## src/rtl/vdp_port_arbiter_pkg.sv

```systemverilog
// Shared types and helpers for the VDP CPU-port arbiter.
package vdp_port_pkg;

    localparam logic [1:0] PORT_DATA = 2'd0;
    localparam logic [1:0] PORT_CTRL = 2'd1;
    localparam logic [1:0] PORT_PAL  = 2'd2;
    localparam logic [1:0] PORT_IND  = 2'd3;

    typedef enum logic { OWN_CPU = 1'b0, OWN_INT = 1'b1 } owner_t;

    typedef enum logic [1:0] { IDLE = 2'd0, ISSUE = 2'd1, GAP = 2'd2 } arb_state_t;

    typedef struct packed {
        logic       wrt;
        logic [1:0] adr;
        logic [7:0] dbo;
    } vdp_req_t;

    localparam int REQ_W = $bits(vdp_req_t);

    // Pair-phase tracking: bit 0 = ctrl port, bit 1 = palette port.
    // A write toggles that port's phase; a ctrl read resets the VDP
    // flip-flop, so it clears the ctrl phase.
    function automatic logic [1:0] phase_upd(input logic [1:0] ph, input vdp_req_t r);
        logic [1:0] n;
        n = ph;
        if (r.wrt) begin
            if (r.adr == PORT_CTRL)     n[0] = ~ph[0];
            else if (r.adr == PORT_PAL) n[1] = ~ph[1];
        end else if (r.adr == PORT_CTRL) begin
            n[0] = 1'b0;
        end
        return n;
    endfunction

endpackage

```

## src/rtl/vdp_port_arbiter_fifo.sv

```systemverilog
// Bridge request queue: synchronous FIFO with full/empty flags.
// A push into a full queue is accepted when a pop happens the same cycle.
module vdp_req_fifo
    import vdp_port_pkg::*;
#(
    parameter int DEPTH = 4
) (
    input  logic             clk,
    input  logic             reset_n,
    input  logic             push,
    input  logic [REQ_W-1:0] din,
    input  logic             pop,
    output logic [REQ_W-1:0] dout,
    output logic             full,
    output logic             empty
);
    localparam int AW = $clog2(DEPTH);

    logic [REQ_W-1:0] mem [DEPTH];
    logic [AW:0]      wr_ptr;
    logic [AW:0]      rd_ptr;
    logic             do_push;
    logic             do_pop;

    assign empty   = (wr_ptr == rd_ptr);
    assign full    = (wr_ptr[AW] != rd_ptr[AW]) && (wr_ptr[AW-1:0] == rd_ptr[AW-1:0]);
    assign do_pop  = pop && !empty;
    assign do_push = push && (!full || do_pop);
    assign dout    = mem[rd_ptr[AW-1:0]];

    // Pointer bookkeeping; the extra MSB distinguishes full from empty.
    always_ff @(posedge clk or negedge reset_n) begin
        if (!reset_n) begin
            wr_ptr <= '0;
            rd_ptr <= '0;
        end else begin
            if (do_push) wr_ptr <= wr_ptr + 1'b1;
            if (do_pop)  rd_ptr <= rd_ptr + 1'b1;
        end
    end

    // Storage needs no reset: empty pointers make stale contents invisible.
    always_ff @(posedge clk) begin
        if (do_push) mem[wr_ptr[AW-1:0]] <= din;
    end

endmodule

```

## src/rtl/vdp_port_arbiter.sv

```systemverilog
// Shares the VDP CPU port between the Z80 bus bridge (queued one-cycle pulses)
// and one internal requester, keeping ctrl/palette byte pairs atomic per owner.
module vdp_port_arbiter
    import vdp_port_pkg::*;
#(
    parameter int CPU_FIFO_DEPTH = 4,
    parameter int LOCK_TIMEOUT   = 64,
    parameter int MIN_GAP        = 2,
    parameter int READ_LAT       = 2
) (
    input  logic       clk,
    input  logic       reset_n,
    input  logic       cpu_req,
    input  logic       cpu_wrt,
    input  logic [1:0] cpu_adr,
    input  logic [7:0] cpu_dbo,
    output logic       cpu_ovf,
    input  logic       int_valid,
    output logic       int_ready,
    input  logic       int_wrt,
    input  logic [1:0] int_adr,
    input  logic [7:0] int_dbo,
    output logic       int_rvalid,
    output logic [7:0] int_rdata,
    output logic       lock_tmo,
    output logic       vdp_req,
    output logic       vdp_wrt,
    output logic [1:0] vdp_adr,
    output logic [7:0] vdp_dbo,
    input  logic [7:0] vdp_dbi
);
    localparam int TMO_W = $clog2(LOCK_TIMEOUT + 1) + 1;
    localparam int GAP_W = $clog2(MIN_GAP + 1);
    localparam logic [TMO_W-1:0] TMO_LIMIT = TMO_W'(LOCK_TIMEOUT);
    localparam logic [GAP_W-1:0] GAP_LOAD  = GAP_W'(MIN_GAP - 1);

    arb_state_t        state, state_nxt;
    owner_t            sel, sel_nxt;
    vdp_req_t          cpu_in, int_in, fifo_head, issue_req;
    logic              fifo_full, fifo_empty, fifo_pop;
    logic              cpu_avail, issuing, cpu_issue, int_issue;
    logic [1:0]        cpu_phase, int_phase;
    logic              cpu_lock, int_lock, int_lock_eff, tmo_hit;
    logic [TMO_W-1:0]  tmo_cnt;
    logic [GAP_W-1:0]  gap_cnt;
    logic [READ_LAT:1] rd_pipe;
    logic [7:0]        rdata_q;

    assign cpu_in    = '{wrt: cpu_wrt, adr: cpu_adr, dbo: cpu_dbo};
    assign int_in    = '{wrt: int_wrt, adr: int_adr, dbo: int_dbo};
    assign issuing   = (state == ISSUE);
    assign cpu_issue = issuing && (sel == OWN_CPU);
    assign int_issue = issuing && (sel == OWN_INT);
    assign issue_req = (sel == OWN_CPU) ? fifo_head : int_in;
    assign fifo_pop  = cpu_issue;

    // A pulse arriving this cycle counts: it lands in the queue before ISSUE.
    assign cpu_avail = !fifo_empty || cpu_req;

    assign cpu_lock     = |cpu_phase;
    assign int_lock     = |int_phase;
    // An internal issue in the expiry cycle wins over the timeout.
    assign tmo_hit      = int_lock && (tmo_cnt >= TMO_LIMIT) && !int_issue;
    assign int_lock_eff = int_lock && !tmo_hit;

    assign vdp_req    = issuing;
    assign vdp_wrt    = issuing && issue_req.wrt;
    assign vdp_adr    = issuing ? issue_req.adr : 2'd0;
    assign vdp_dbo    = issuing ? issue_req.dbo : 8'd0;
    assign int_ready  = int_issue;
    assign lock_tmo   = tmo_hit;
    assign int_rvalid = rd_pipe[READ_LAT];
    assign int_rdata  = int_rvalid ? vdp_dbi : rdata_q;

    vdp_req_fifo #(.DEPTH(CPU_FIFO_DEPTH)) u_fifo (
        .clk     (clk),
        .reset_n (reset_n),
        .push    (cpu_req),
        .din     (cpu_in),
        .pop     (fifo_pop),
        .dout    (fifo_head),
        .full    (fifo_full),
        .empty   (fifo_empty)
    );

    // State and winner registers.
    always_ff @(posedge clk or negedge reset_n) begin
        if (!reset_n) begin
            state <= IDLE;
            sel   <= OWN_CPU;
        end else begin
            state <= state_nxt;
            sel   <= sel_nxt;
        end
    end

    // Arbitration: the lock owner is exclusive; otherwise the bridge beats internal.
    always_comb begin
        state_nxt = state;
        sel_nxt   = sel;
        case (state)
            IDLE: begin
                if (int_lock_eff) begin
                    if (int_valid) begin
                        state_nxt = ISSUE;
                        sel_nxt   = OWN_INT;
                    end
                end else if (cpu_avail) begin
                    state_nxt = ISSUE;
                    sel_nxt   = OWN_CPU;
                end else if (int_valid && !cpu_lock) begin
                    state_nxt = ISSUE;
                    sel_nxt   = OWN_INT;
                end
            end
            ISSUE:   state_nxt = (MIN_GAP > 1) ? GAP : IDLE;
            GAP:     if (gap_cnt <= GAP_W'(1)) state_nxt = IDLE;
            default: state_nxt = IDLE;
        endcase
    end

    // Gap counter: GAP lasts MIN_GAP-1 cycles after each issue.
    always_ff @(posedge clk or negedge reset_n) begin
        if (!reset_n)                         gap_cnt <= '0;
        else if (issuing)                     gap_cnt <= GAP_LOAD;
        else if (state == GAP && gap_cnt != 0) gap_cnt <= gap_cnt - GAP_W'(1);
    end

    // Pair-phase bits per owner; an internal timeout drops its phases.
    always_ff @(posedge clk or negedge reset_n) begin
        if (!reset_n) begin
            cpu_phase <= '0;
            int_phase <= '0;
        end else begin
            if (cpu_issue) cpu_phase <= phase_upd(cpu_phase, issue_req);
            if (int_issue)    int_phase <= phase_upd(int_phase, issue_req);
            else if (tmo_hit) int_phase <= '0;
        end
    end

    // Internal lock age: 1 in the cycle after the first byte, saturating at the limit.
    always_ff @(posedge clk or negedge reset_n) begin
        if (!reset_n)                   tmo_cnt <= '0;
        else if (int_issue && !int_lock) tmo_cnt <= TMO_W'(1);
        else if (!int_lock || tmo_hit)  tmo_cnt <= '0;
        else if (tmo_cnt < TMO_LIMIT)   tmo_cnt <= tmo_cnt + TMO_W'(1);
    end

    // Sticky overflow: a pulse into a full queue with no pop this cycle is lost.
    always_ff @(posedge clk or negedge reset_n) begin
        if (!reset_n)                            cpu_ovf <= 1'b0;
        else if (cpu_req && fifo_full && !fifo_pop) cpu_ovf <= 1'b1;
    end

    // Internal read tracking: tap vdp_dbi READ_LAT cycles after the issue.
    always_ff @(posedge clk or negedge reset_n) begin
        if (!reset_n) begin
            rd_pipe <= '0;
            rdata_q <= '0;
        end else begin
            rd_pipe[1] <= int_issue && !issue_req.wrt;
            for (int k = 2; k <= READ_LAT; k++) rd_pipe[k] <= rd_pipe[k-1];
            if (int_rvalid) rdata_q <= vdp_dbi;
        end
    end

endmodule

```

## config.mk

```make
export PLATFORM = sky130hd
export DESIGN_NAME = vdp_port_arbiter
export DESIGN_NICKNAME = d
export VERILOG_FILES = /design/src/rtl/vdp_port_arbiter_pkg.sv /design/src/rtl/vdp_port_arbiter_fifo.sv /design/src/rtl/vdp_port_arbiter.sv
export SDC_FILE = /design/constraint.sdc
export NUM_CORES = 1
export LEC_CHECK = 0
export BUFFER_PORTS_ARGS = -buffer_cell sky130_fd_sc_hd__buf_2
export CAP_MARGIN = 20
export CELL_PAD_IN_SITES_DETAIL_PLACEMENT = 0
export CELL_PAD_IN_SITES_GLOBAL_PLACEMENT = 1
export CORE_MARGIN = 2
export CORE_UTILIZATION = 40
export CTS_CLUSTER_DIAMETER = 200
export DETAILED_ROUTE_END_ITERATION = 7
export GPL_ROUTABILITY_DRIVEN = 0
export HOLD_SLACK_MARGIN = 0.12
export PLACE_DENSITY_LB_ADDON = 0.1
export SETUP_SLACK_MARGIN = 0.5
export SLEW_MARGIN = 20
export SYNTH_ARGS = -nofsm -noshare
export SYNTH_HDL_FRONTEND = slang
export SYNTH_SLANG_ARGS = --single-unit
```

## constraint.sdc

```tcl
create_clock -name clk -period 3 [get_ports clk]
set_clock_uncertainty 0.2 [all_clocks]
set_input_delay 0.75 -clock clk [delete_from_list [all_inputs] [get_ports clk]]
set_output_delay 0.75 -clock clk [all_outputs]
set_load 0.05 [all_outputs]
```

==> flow_summary.toml, run 1 <==
[run_status]
status = "complete, no violations"

[synth]
synth_top_area_share_pct = 38.7
syn_nets = 291
ys.flop_type = "edfxtp_1"
syn_avg_cell_area_um2 = 13.7
synth_common_cells = "edfxtp_1 (44), dfrtp_1 (34), nand2_1 (24)"
synth_edf_count = 44
syn_area_mm2 = 0.00342
synth_most_common_cell = "edfxtp_1"
yosys_warnings = 0
synth_fa_ha_area_share_pct = 2.93
synthMuxAreaShare_pct = 10.7
synth_top_family_by_area = "multiplexers"
yosysUniqueCellTypes = 44
seq_area_frac_synth_pct = 63.5
synth-compound-area-share_pct = 7.61
synthCells = 249
async_flop_share_pct = 43.6
synthXorXnorAreaFrac_pct = 2.56
synth.top_cells.by_area = "edfxtp_1 (39%), dfrtp_1 (25%), mux4_2 (5.9%), mux2_2 (3.3%), ha_1 (2.9%)"
synth_top_area_cell = "edfxtp_1"
synthSimpleGateAreaFrac_pct = 9.99
postSynthRegisterBits = 78

[die]
coreArea_mm2 = 0.00826
ioPinCount = 58
rows = 33
die-area_mm2 = 0.00930
die_w_um = 96.4
start_util_pct = 41.4
fp.dieH_um = 96.4

[place]
io_buffers = 57
post_dp_cell_area_mm2 = 0.00388
hpwl_um = 4730

[sta]
tightest_slew_ns = 0.788
finalSetupTns_ns = 0
period_needed_ns = 2.78
hold_viol = 0
fin_crit_sh_pct = 92.5
drv_slew = 0
max_freq_mhz = 360
setup_viol = 0
holdWs_ns = 0.163
rsz0062_at_grt = "yes"
max_slew_margin_pct = 47.5

[worst_setup_path]
critPathKind = "reg -> out"
arrival_ns = 1.83
crit_path_start_kind = "register"
worstPathRequired_ns = 2.05
path_cells = "buf_6 > mux4_2 > nand2_1 > a21oi_2 > buf_4"
cpPeakStageDelay_ns = 0.56
cp_slowest_cell = "mux4_2"
endpoint_kind = "output port"
cp_max_fo = 9

[detailed_routing]
vias = 2272
first_iter_violations = 103
routedWlPerCell_um = 15.1
avgViaCountPerCell = 4.97
drt_wl_total_um = 6910
firstDrtPassIters = 4
ant_nets = 0
drc = 0

[cts]
path_clk_slew_ns = 0.09
cts_buffer_depth = 2
cts.sinks = 78
cts_buffers = 9
h-tree-depth = 3
postCtsHoldBufs = 0
tritoncts = "built"
worstSkewPairLatency_ns = 0.34
ctsRootBufferMaster = "clkbuf_8"

[power_and_ir_drop]
peakVddDrop_uv = 440
leakage_nw = 1.83
powerDensity_mw_per_mm2 = 1130
p_total_mw = 5.02

[job]
maxCapViolations = 0

[layout]
antennaDiodeCount = 0
post-route-cell-area_mm2 = 0.00446
fillers = 710
drive_gt1_share_pct = 46.0
nNetsFinal = 389
syn2layout_area_growth_pct = 30.5

[global_route]
grt_use_met2_pct = 24.2
grt_pass1_wl_um = 10900
gr-usage-met1_pct = 22.7
grt_start_max_net_pins = 35
grt_pass1_vias = 2165
met3_usage_pct = 3.57
antenna_found_initial = 0
gr-max-usage-layer = "met2"
grt.total_usage_pct = 16.0
grt_remaining_overflow = 0

[hold_path]
hp-class = "reg -> reg"
[cells by family (layout without fill, tap and decap cells)]
group	count (synthesis)	after routing
AO/OA/AOI/OAI	41	41
XOR/XNOR	10	10
adder cells (fa/ha/maj)	8	8
buffers and inverters	17	120
flip-flops	78	78
multiplexers	24	24
AND/OR/NAND/NOR	71	71
[stage by stage]
step | util [%] | std cells | setup WS [ns]
6_report | 54.0 | 457 | 0.224
2_1_floorplan | - | 249 | 0.323
3_5_place_dp | 47.0 | 411 | 0.376
4_1_cts | 52.1 | 446 | 0.204
3_3_place_gp | 47.0 | 411 | 0.426
5_1_grt | 54.0 | 457 | 0.156
[where the power goes]
group	leakage, nW	switching [mW]	internal, mW
Clock	0.102	0.423	0.404
Combinational	0.906	1.45	1.11
Sequential	0.822	0.178	1.47
Total	1.83	2.05	2.98
[repair_timing]
action                                 4_1_cts  5_1_grt
gates resized for setup                     24       22
buffers inserted                            19       11
endpoints found under the hold margin        0        0
pin swaps                                    2        2
setup endpoints to repair                   23       23
[worst max-delay path, delay by kind of cell, from the launching register on]
kind                   cells  cell delay [ns]
AND/OR/NAND/NOR            1             0.11
multiplexers               1             0.56
buffers and inverters      2             0.36
flip-flops                 1             0.39
AO/OA/AOI/OAI              1             0.06
[cell usage in the layout, fill, tap and decap left out, types with 9 or more instances in the layout]
cell type,synthesis,final
nand2_1,24,21
buf_2,3,43
nor2_1,17,15
edfxtp_1,44,44
mux4_2,9,9
clkbuf_8,0,9
dfrtp_1,34,29
buf_6,1,14
buf_4,0,35
mux2_2,10,9
[routing by layer]
| layer | up-vias | share of wire (%) |
|---|---|---|
| li1 | 1107 | - |
| met1 | 1120 | 48 |
| met2 | 40 | 47 |
| met3 | 5 | 4.0 |
| met4 | 0 | 0.84 |
| met5 | - | 0 |
[registers in the layout, indices dropped and copies added, names as in the netlist, 3 cells and up]
name	flops
tmo_cnt	8
u_fifo.wr_ptr	3
rdata_q	8
u_fifo.mem	44
u_fifo.rd_ptr	3
[worst paths after layout]
check,startpoint,endpoint,slack [ns],depth (start not counted)
min reg2reg,rd_pipe[1]$_DFF_PN0_,rd_pipe[2]$_DFF_PN0_,0.16,0
max in group asynchronous,reset_n,u_fifo.rd_ptr[1]$_DFFE_PN0P_,1.77,1
min,rd_pipe[1]$_DFF_PN0_,rd_pipe[2]$_DFF_PN0_,0.16,0
min in group asynchronous,reset_n,tmo_cnt[3]$_DFFE_PN0P_,0.28,1
max,u_fifo.rd_ptr[0]$_DFFE_PN0P_,vdp_dbo[5],0.22,5
max reg2reg,u_fifo.rd_ptr[0]$_DFFE_PN0P_,cpu_phase[0]$_DFFE_PN0P_,0.23,15
[cell type report]
class | instances | area (µm²) | area share, %
Tap cell | 105 | 131 | 2.95
Clock buffer | 9 | 124 | 2.78
Inverter | 9 | 33.8 | 0.758
Timing Repair Buffer | 95 | 666 | 14.9
Multi-Input combinational cell | 154 | 1240 | 27.8
Clock inverter | 7 | 87.6 | 1.96
Sequential cell | 78 | 2180 | 48.8
No activity file was read; power rests on OpenSTA's default activity.
==> run 2: changes to the inputs <==
--- a/config.mk
+++ b/config.mk
@@ -5,12 +5,13 @@
 export SDC_FILE = /design/constraint.sdc
 export NUM_CORES = 1
 export LEC_CHECK = 0
+export ABC_CLOCK_PERIOD_IN_PS = 3000
 export BUFFER_PORTS_ARGS = -buffer_cell sky130_fd_sc_hd__buf_2
 export CAP_MARGIN = 20
 export CELL_PAD_IN_SITES_DETAIL_PLACEMENT = 0
 export CELL_PAD_IN_SITES_GLOBAL_PLACEMENT = 1
 export CORE_MARGIN = 2
-export CORE_UTILIZATION = 40
+export CORE_UTILIZATION = 49
 export CTS_CLUSTER_DIAMETER = 200
 export DETAILED_ROUTE_END_ITERATION = 7
 export GPL_ROUTABILITY_DRIVEN = 0
==> flow_summary.toml, run 2 (synthesis results as in run 1) <==
[job]
maxCapViolations = 0

[layout]
drive_gt1_share_pct = 44.0
fillers = 547
multi_input_area_mm2 = 0.00124
syn2layout_area_growth_pct = 25.1
largest_reg_flops = 44
antennaDiodeCount = 0
fin_cells = 412
nNetsFinal = 369
register_area_mm2 = 0.00218
layout_common_cells = "buf_2 (44), edfxtp_1 (44), dfrtp_1 (28)"

[detailed_routing]
routedWlPerCell_um = 15.9
drt_wl_total_um = 6560
ant_nets = 0
avgViaCountPerCell = 5.37
first_iter_violations = 76
drc = 0
vias = 2211
firstDrtPassIters = 4

[worst_setup_path]
critPathKind = "reg -> out"
cp_max_fo = 7
worstPathRequired_ns = 2.05
crit_path_start_kind = "register"
arrival_ns = 1.78
endpoint_kind = "output port"

[place]
io_buffers = 57
dp_cells = 389
hpwl_um = 4690

[cts]
cts.sinks = 78
cts_buffers = 9
h-tree-depth = 3
tritoncts = "built"
worstSkewPairLatency_ns = 0.36
ctsRootBufferMaster = "clkbuf_8"
path_clk_slew_ns = 0.08
cts_buffer_depth = 2

[sta]
hold_viol = 0
max_freq_mhz = 366
fin_crit_sh_pct = 91.1
period_needed_ns = 2.73
tightest_slew_ns = 0.756
rsz0062_at_grt = "yes"
max_slew_margin_pct = 49.6
drv_slew = 0
setup_viol = 0
finalSetupTns_ns = 0

[global_route]
grt.total_usage_pct = 19.3
grt_pass1_vias = 2175
grt_pass1_wl_um = 10900
grt_start_max_net_pins = 35
antenna_found_initial = 0
grt_remaining_overflow = 0

[power_and_ir_drop]
peakVddDrop_uv = 674
leakage_nw = 1.73
powerDensity_mw_per_mm2 = 1110

[die]
fp.dieH_um = 87.5
start_util_pct = 50.6
die_w_um = 87.5
ioPinCount = 58
rows = 30
die-area_mm2 = 0.00766
coreArea_mm2 = 0.00676

[hold_path]
hp-class = "reg -> reg"

[run_status]
status = "complete, no violations"
-- run 2: cell types whose count changed in the layout (fill, tap and decap cells not counted), sizes merged --
cell,delta
buf,-19
clkinv,+2
inv,-2
clkbuf,-1
-- run 2: worst max-delay path: stages (launching register included) --
cell,delay [ns]
dfrtp_2,0.43
buf_8,0.16
mux4_2,0.54
nand2_2,0.08
a21oi_2,0.05
buf_6,0.16
-- run 2: cell type report --
| type | instances | area share [%] |
|---|---|---|
| Sequential cell | 78 | 51.0 |
| Multi-Input combinational cell | 154 | 29.1 |
| Timing Repair Buffer | 75 | 12.0 |
| Clock buffer | 9 | 2.90 |
| Tap cell | 80 | 2.34 |
| Clock inverter | 7 | 1.93 |
| Inverter | 9 | 0.790 |
-- run 2: through the flow --
step / area [µm²] / setup WS [ns] / total power [mW] / util [%] / hold WS, ns
after floorplan: 3460 / 0.323 / 3.21 / - / 0.131
after global placement: 3870 / 0.476 / 3.65 / 57.3 / 0.143
after detailed placement: 3870 / 0.442 / 3.68 / 57.3 / 0.140
after CTS: 4230 / 0.193 / 4.71 / 62.6 / 0.169
after global routing: 4280 / 0.188 / 5.02 / 63.3 / 0.175
final: 4280 / 0.266 / 4.73 / 63.3 / 0.166
-- run 2: per-layer routing --
metal | GRT usage [%] | up-vias | part of all wire [%] | wire [µm]
met3 | 5.59 | 11 | 4.2 | 275
met4 | 7.13 | 0 | 1.6 | 104
li1 | - | 1072 | - | -
met1 | 29.0 | 1079 | 50 | 3260
met5 | 0 | - | 0 | 0
met2 | 26.9 | 49 | 44 | 2920
-- run 2: repair_timing --
action / 4_1_cts / 5_1_grt
pin swaps: 11 / 1
endpoints found under the setup margin: 14 / 14
gates resized for setup: 40 / 9
hold buffers: 0 / 0
buffers inserted: 4 / 3
-- run 2: final timing paths --
check | cells after the start | startpoint | endpoint | slack, ns
worst max-delay path | 5 | u_fifo.rd_ptr[0]$_DFFE_PN0P_ | vdp_dbo[6] | 0.27
max in group asynchronous | 1 | reset_n | u_fifo.rd_ptr[1]$_DFFE_PN0P_ | 1.80
worst min register to register | 0 | rd_pipe[1]$_DFF_PN0_ | rd_pipe[2]$_DFF_PN0_ | 0.17
min in group asynchronous | 1 | reset_n | tmo_cnt[3]$_DFFE_PN0P_ | 0.26
worst min-delay path | 0 | rd_pipe[1]$_DFF_PN0_ | rd_pipe[2]$_DFF_PN0_ | 0.17
worst max register to register | 8 | u_fifo.rd_ptr[0]$_DFFE_PN0P_ | cpu_phase[0]$_DFFE_PN0P_ | 0.77
-- run 2: power by group --
group | internal, mW | switching [mW] | total [mW]
sequential | 1.47 | 0.215 | 1.68
clock | 0.395 | 0.405 | 0.800
combinational | 0.904 | 1.35 | 2.25
total | 2.77 | 1.97 | 4.73
==> run 3: changes to the inputs <==
--- a/config.mk
+++ b/config.mk
@@ -11,7 +11,7 @@
 export CELL_PAD_IN_SITES_DETAIL_PLACEMENT = 0
 export CELL_PAD_IN_SITES_GLOBAL_PLACEMENT = 1
 export CORE_MARGIN = 2
-export CORE_UTILIZATION = 49
+export CORE_UTILIZATION = 28
 export CTS_CLUSTER_DIAMETER = 200
 export DETAILED_ROUTE_END_ITERATION = 7
 export GPL_ROUTABILITY_DRIVEN = 0
==> flow_summary.toml, run 3 (synthesis results as in run 1) <==
[layout]
syn2layout_area_growth_pct = 29.2
antennaDiodeCount = 0
layout_common_cells = "buf_2 (44), edfxtp_1 (44), dfrtp_1 (29)"
nNetsFinal = 368
final_util_pct = 36.9
fillers = 1163
drive_gt1_share_pct = 42.9
largest_reg_flops = 44
fin_cells = 478

[detailed_routing]
first_iter_violations = 99
vias = 2180
routedWlPerCell_um = 15.8
firstDrtPassIters = 4
avgViaCountPerCell = 4.56
ant_nets = 0
drc = 0
drt_wl_total_um = 7560

[worst_setup_path]
path_cells = "buf_6 > mux4_2 > nand2_2 > a21oi_2 > buf_6"
arrival_ns = 1.77
cpMostUsedCell = "buf_6"
worstPathRequired_ns = 2.05
cp_slowest_cell = "mux4_2"
cp_max_fo = 7
cpPeakStageDelay_ns = 0.54
regToRegStartpoint = "u_fifo.rd_ptr[0]$_DFFE_PN0P_"
endpoint_kind = "output port"
crit_path_end = "vdp_dbo[1]"
critical_path_depth = 5
cp-startpoint = "u_fifo.rd_ptr[0]$_DFFE_PN0P_"
r2r_cells = 7
crit_path_start_kind = "register"
cp.buffers_inverters = 2
r2r_end = "u_fifo.mem[0][0]$_DFFE_PP_"
cp_top_family = "multiplexers"
critPathKind = "reg -> out"
reg2reg_slack_ns = 0.77

[die]
fp.dieH_um = 114
ioPinCount = 58
die_w_um = 114
coreArea_mm2 = 0.0120
die-area_mm2 = 0.0131
rows = 40
start_util_pct = 28.6

[power_and_ir_drop]
powerDensity_mw_per_mm2 = 1130
switching_share_pct = 40.5
clock_power_share_pct = 22.1
pwr-share-seq_pct = 33.8
peakVddDrop_uv = 288
leakage_nw = 1.75
p_comb_share_pct = 44.1
p_total_mw = 4.98
intPower_mw = 2.97
switchingPower_mw = 2.02

[cts]
postCtsHoldBufs = 0
cts_buffer_depth = 2
tritoncts = "built"
path_clk_slew_ns = 0.06
ctsRootBufferMaster = "clkbuf_16"
worstSkewPairLatency_ns = 0.34
cts.sinks = 78
h-tree-depth = 3
cts_buffers = 9

[run_status]
status = "complete, no violations"

[global_route]
grt_start_max_net_pins = 35
grt.total_usage_pct = 12.6
antenna_found_initial = 0
grt_pass1_vias = 2166
grt_pass1_wl_um = 12000
grt_remaining_overflow = 0

[hold_path]
hp-class = "reg -> reg"

[job]
maxCapViolations = 0

[sta]
rsz0062_at_grt = "yes"
period_needed_ns = 2.72
setup_viol = 0
fin_crit_sh_pct = 90.8
drv_slew = 0
tightest_slew_ns = 0.822
finalSetupTns_ns = 0
max_slew_margin_pct = 45.2
max_freq_mhz = 367
hold_viol = 0

[place]
io_buffers = 57
hpwl_um = 5360
dp_cells = 456
[run 3: how the worst min path moves through the flow]
stage	from	to	depth (start not counted)	slack [ns]
final	rd_pipe[1]$_DFF_PN0_	rd_pipe[2]$_DFF_PN0_	0	0.15
after detailed placement	rd_pipe[1]$_DFF_PN0_	rd_pipe[2]$_DFF_PN0_	0	0.14
after floorplan	rd_pipe[1]$_DFF_PN0_	rd_pipe[2]$_DFF_PN0_	0	0.13
after CTS	rd_pipe[1]$_DFF_PN0_	rd_pipe[2]$_DFF_PN0_	0	0.16
after global routing	rd_pipe[1]$_DFF_PN0_	rd_pipe[2]$_DFF_PN0_	0	0.17
after global placement	rd_pipe[1]$_DFF_PN0_	rd_pipe[2]$_DFF_PN0_	0	0.15
[run 3: metrics by stage]
stage               instance area, µm²  setup WS [ns]  hold WS, ns
CTS                               4400          0.253        0.160
global placement                  3950          0.407        0.147
global route                      4420          0.184        0.168
floorplan                         3460          0.323        0.131
detailed placement                3950          0.368        0.137
finish                            4420          0.276        0.152
[run 3: power by group through the flow]
stage | Clock (mW) | Sequential [mW] | Combinational (mW)
2_1_floorplan | 0 | 1.63 | 1.58
3_3_place_gp | 0 | 1.71 | 2.00
3_5_place_dp | 0 | 1.72 | 2.00
4_1_cts | 1.13 | 1.69 | 2.21
5_1_grt | 1.18 | 1.73 | 2.39
6_report | 1.10 | 1.68 | 2.20
[run 3: cell type report]
class                      instances  area, µm²  area share [%]
tap                              147        184            4.16
timing repair buffer              74        498            11.3
clock inverter                     6       70.1            1.59
sequential                        78       2180            49.3
clock buffer                      10        229            5.18
inverter                           9       33.8           0.765
multi-input combinational        154       1220            27.7
[run 3: layer usage]
| layer | vias to the layer above | GRT usage, % | part of all wire (%) |
|---|---|---|---|
| met1 | 1070 | 16.6 | 49 |
| li1 | 1063 | - | - |
| met2 | 35 | 18.7 | 45 |
| met4 | 0 | 6.34 | 2.2 |
| met5 | - | 0 | 0 |
| met3 | 12 | 3.81 | 3.3 |
[run 3: worst register-to-register path, delay by kind of cell, from the launching register on]
| family | cells | cell delay [ns] |
|---|---|---|
| buffers and inverters | 3 | 0.50 |
| DFF | 1 | 0.42 |
| AOI/OAI and AO/OA | 1 | 0.39 |
| and+or+nand+nor | 2 | 0.31 |
| xor gates and xnor gates | 1 | 0.15 |
[run 3: timing repair]
item,in CTS,in global routing
buffers inserted,6,0
pin swaps,13,4
hold endpoints to repair,0,0
endpoints found under the setup margin,13,21
resized for setup,37,6
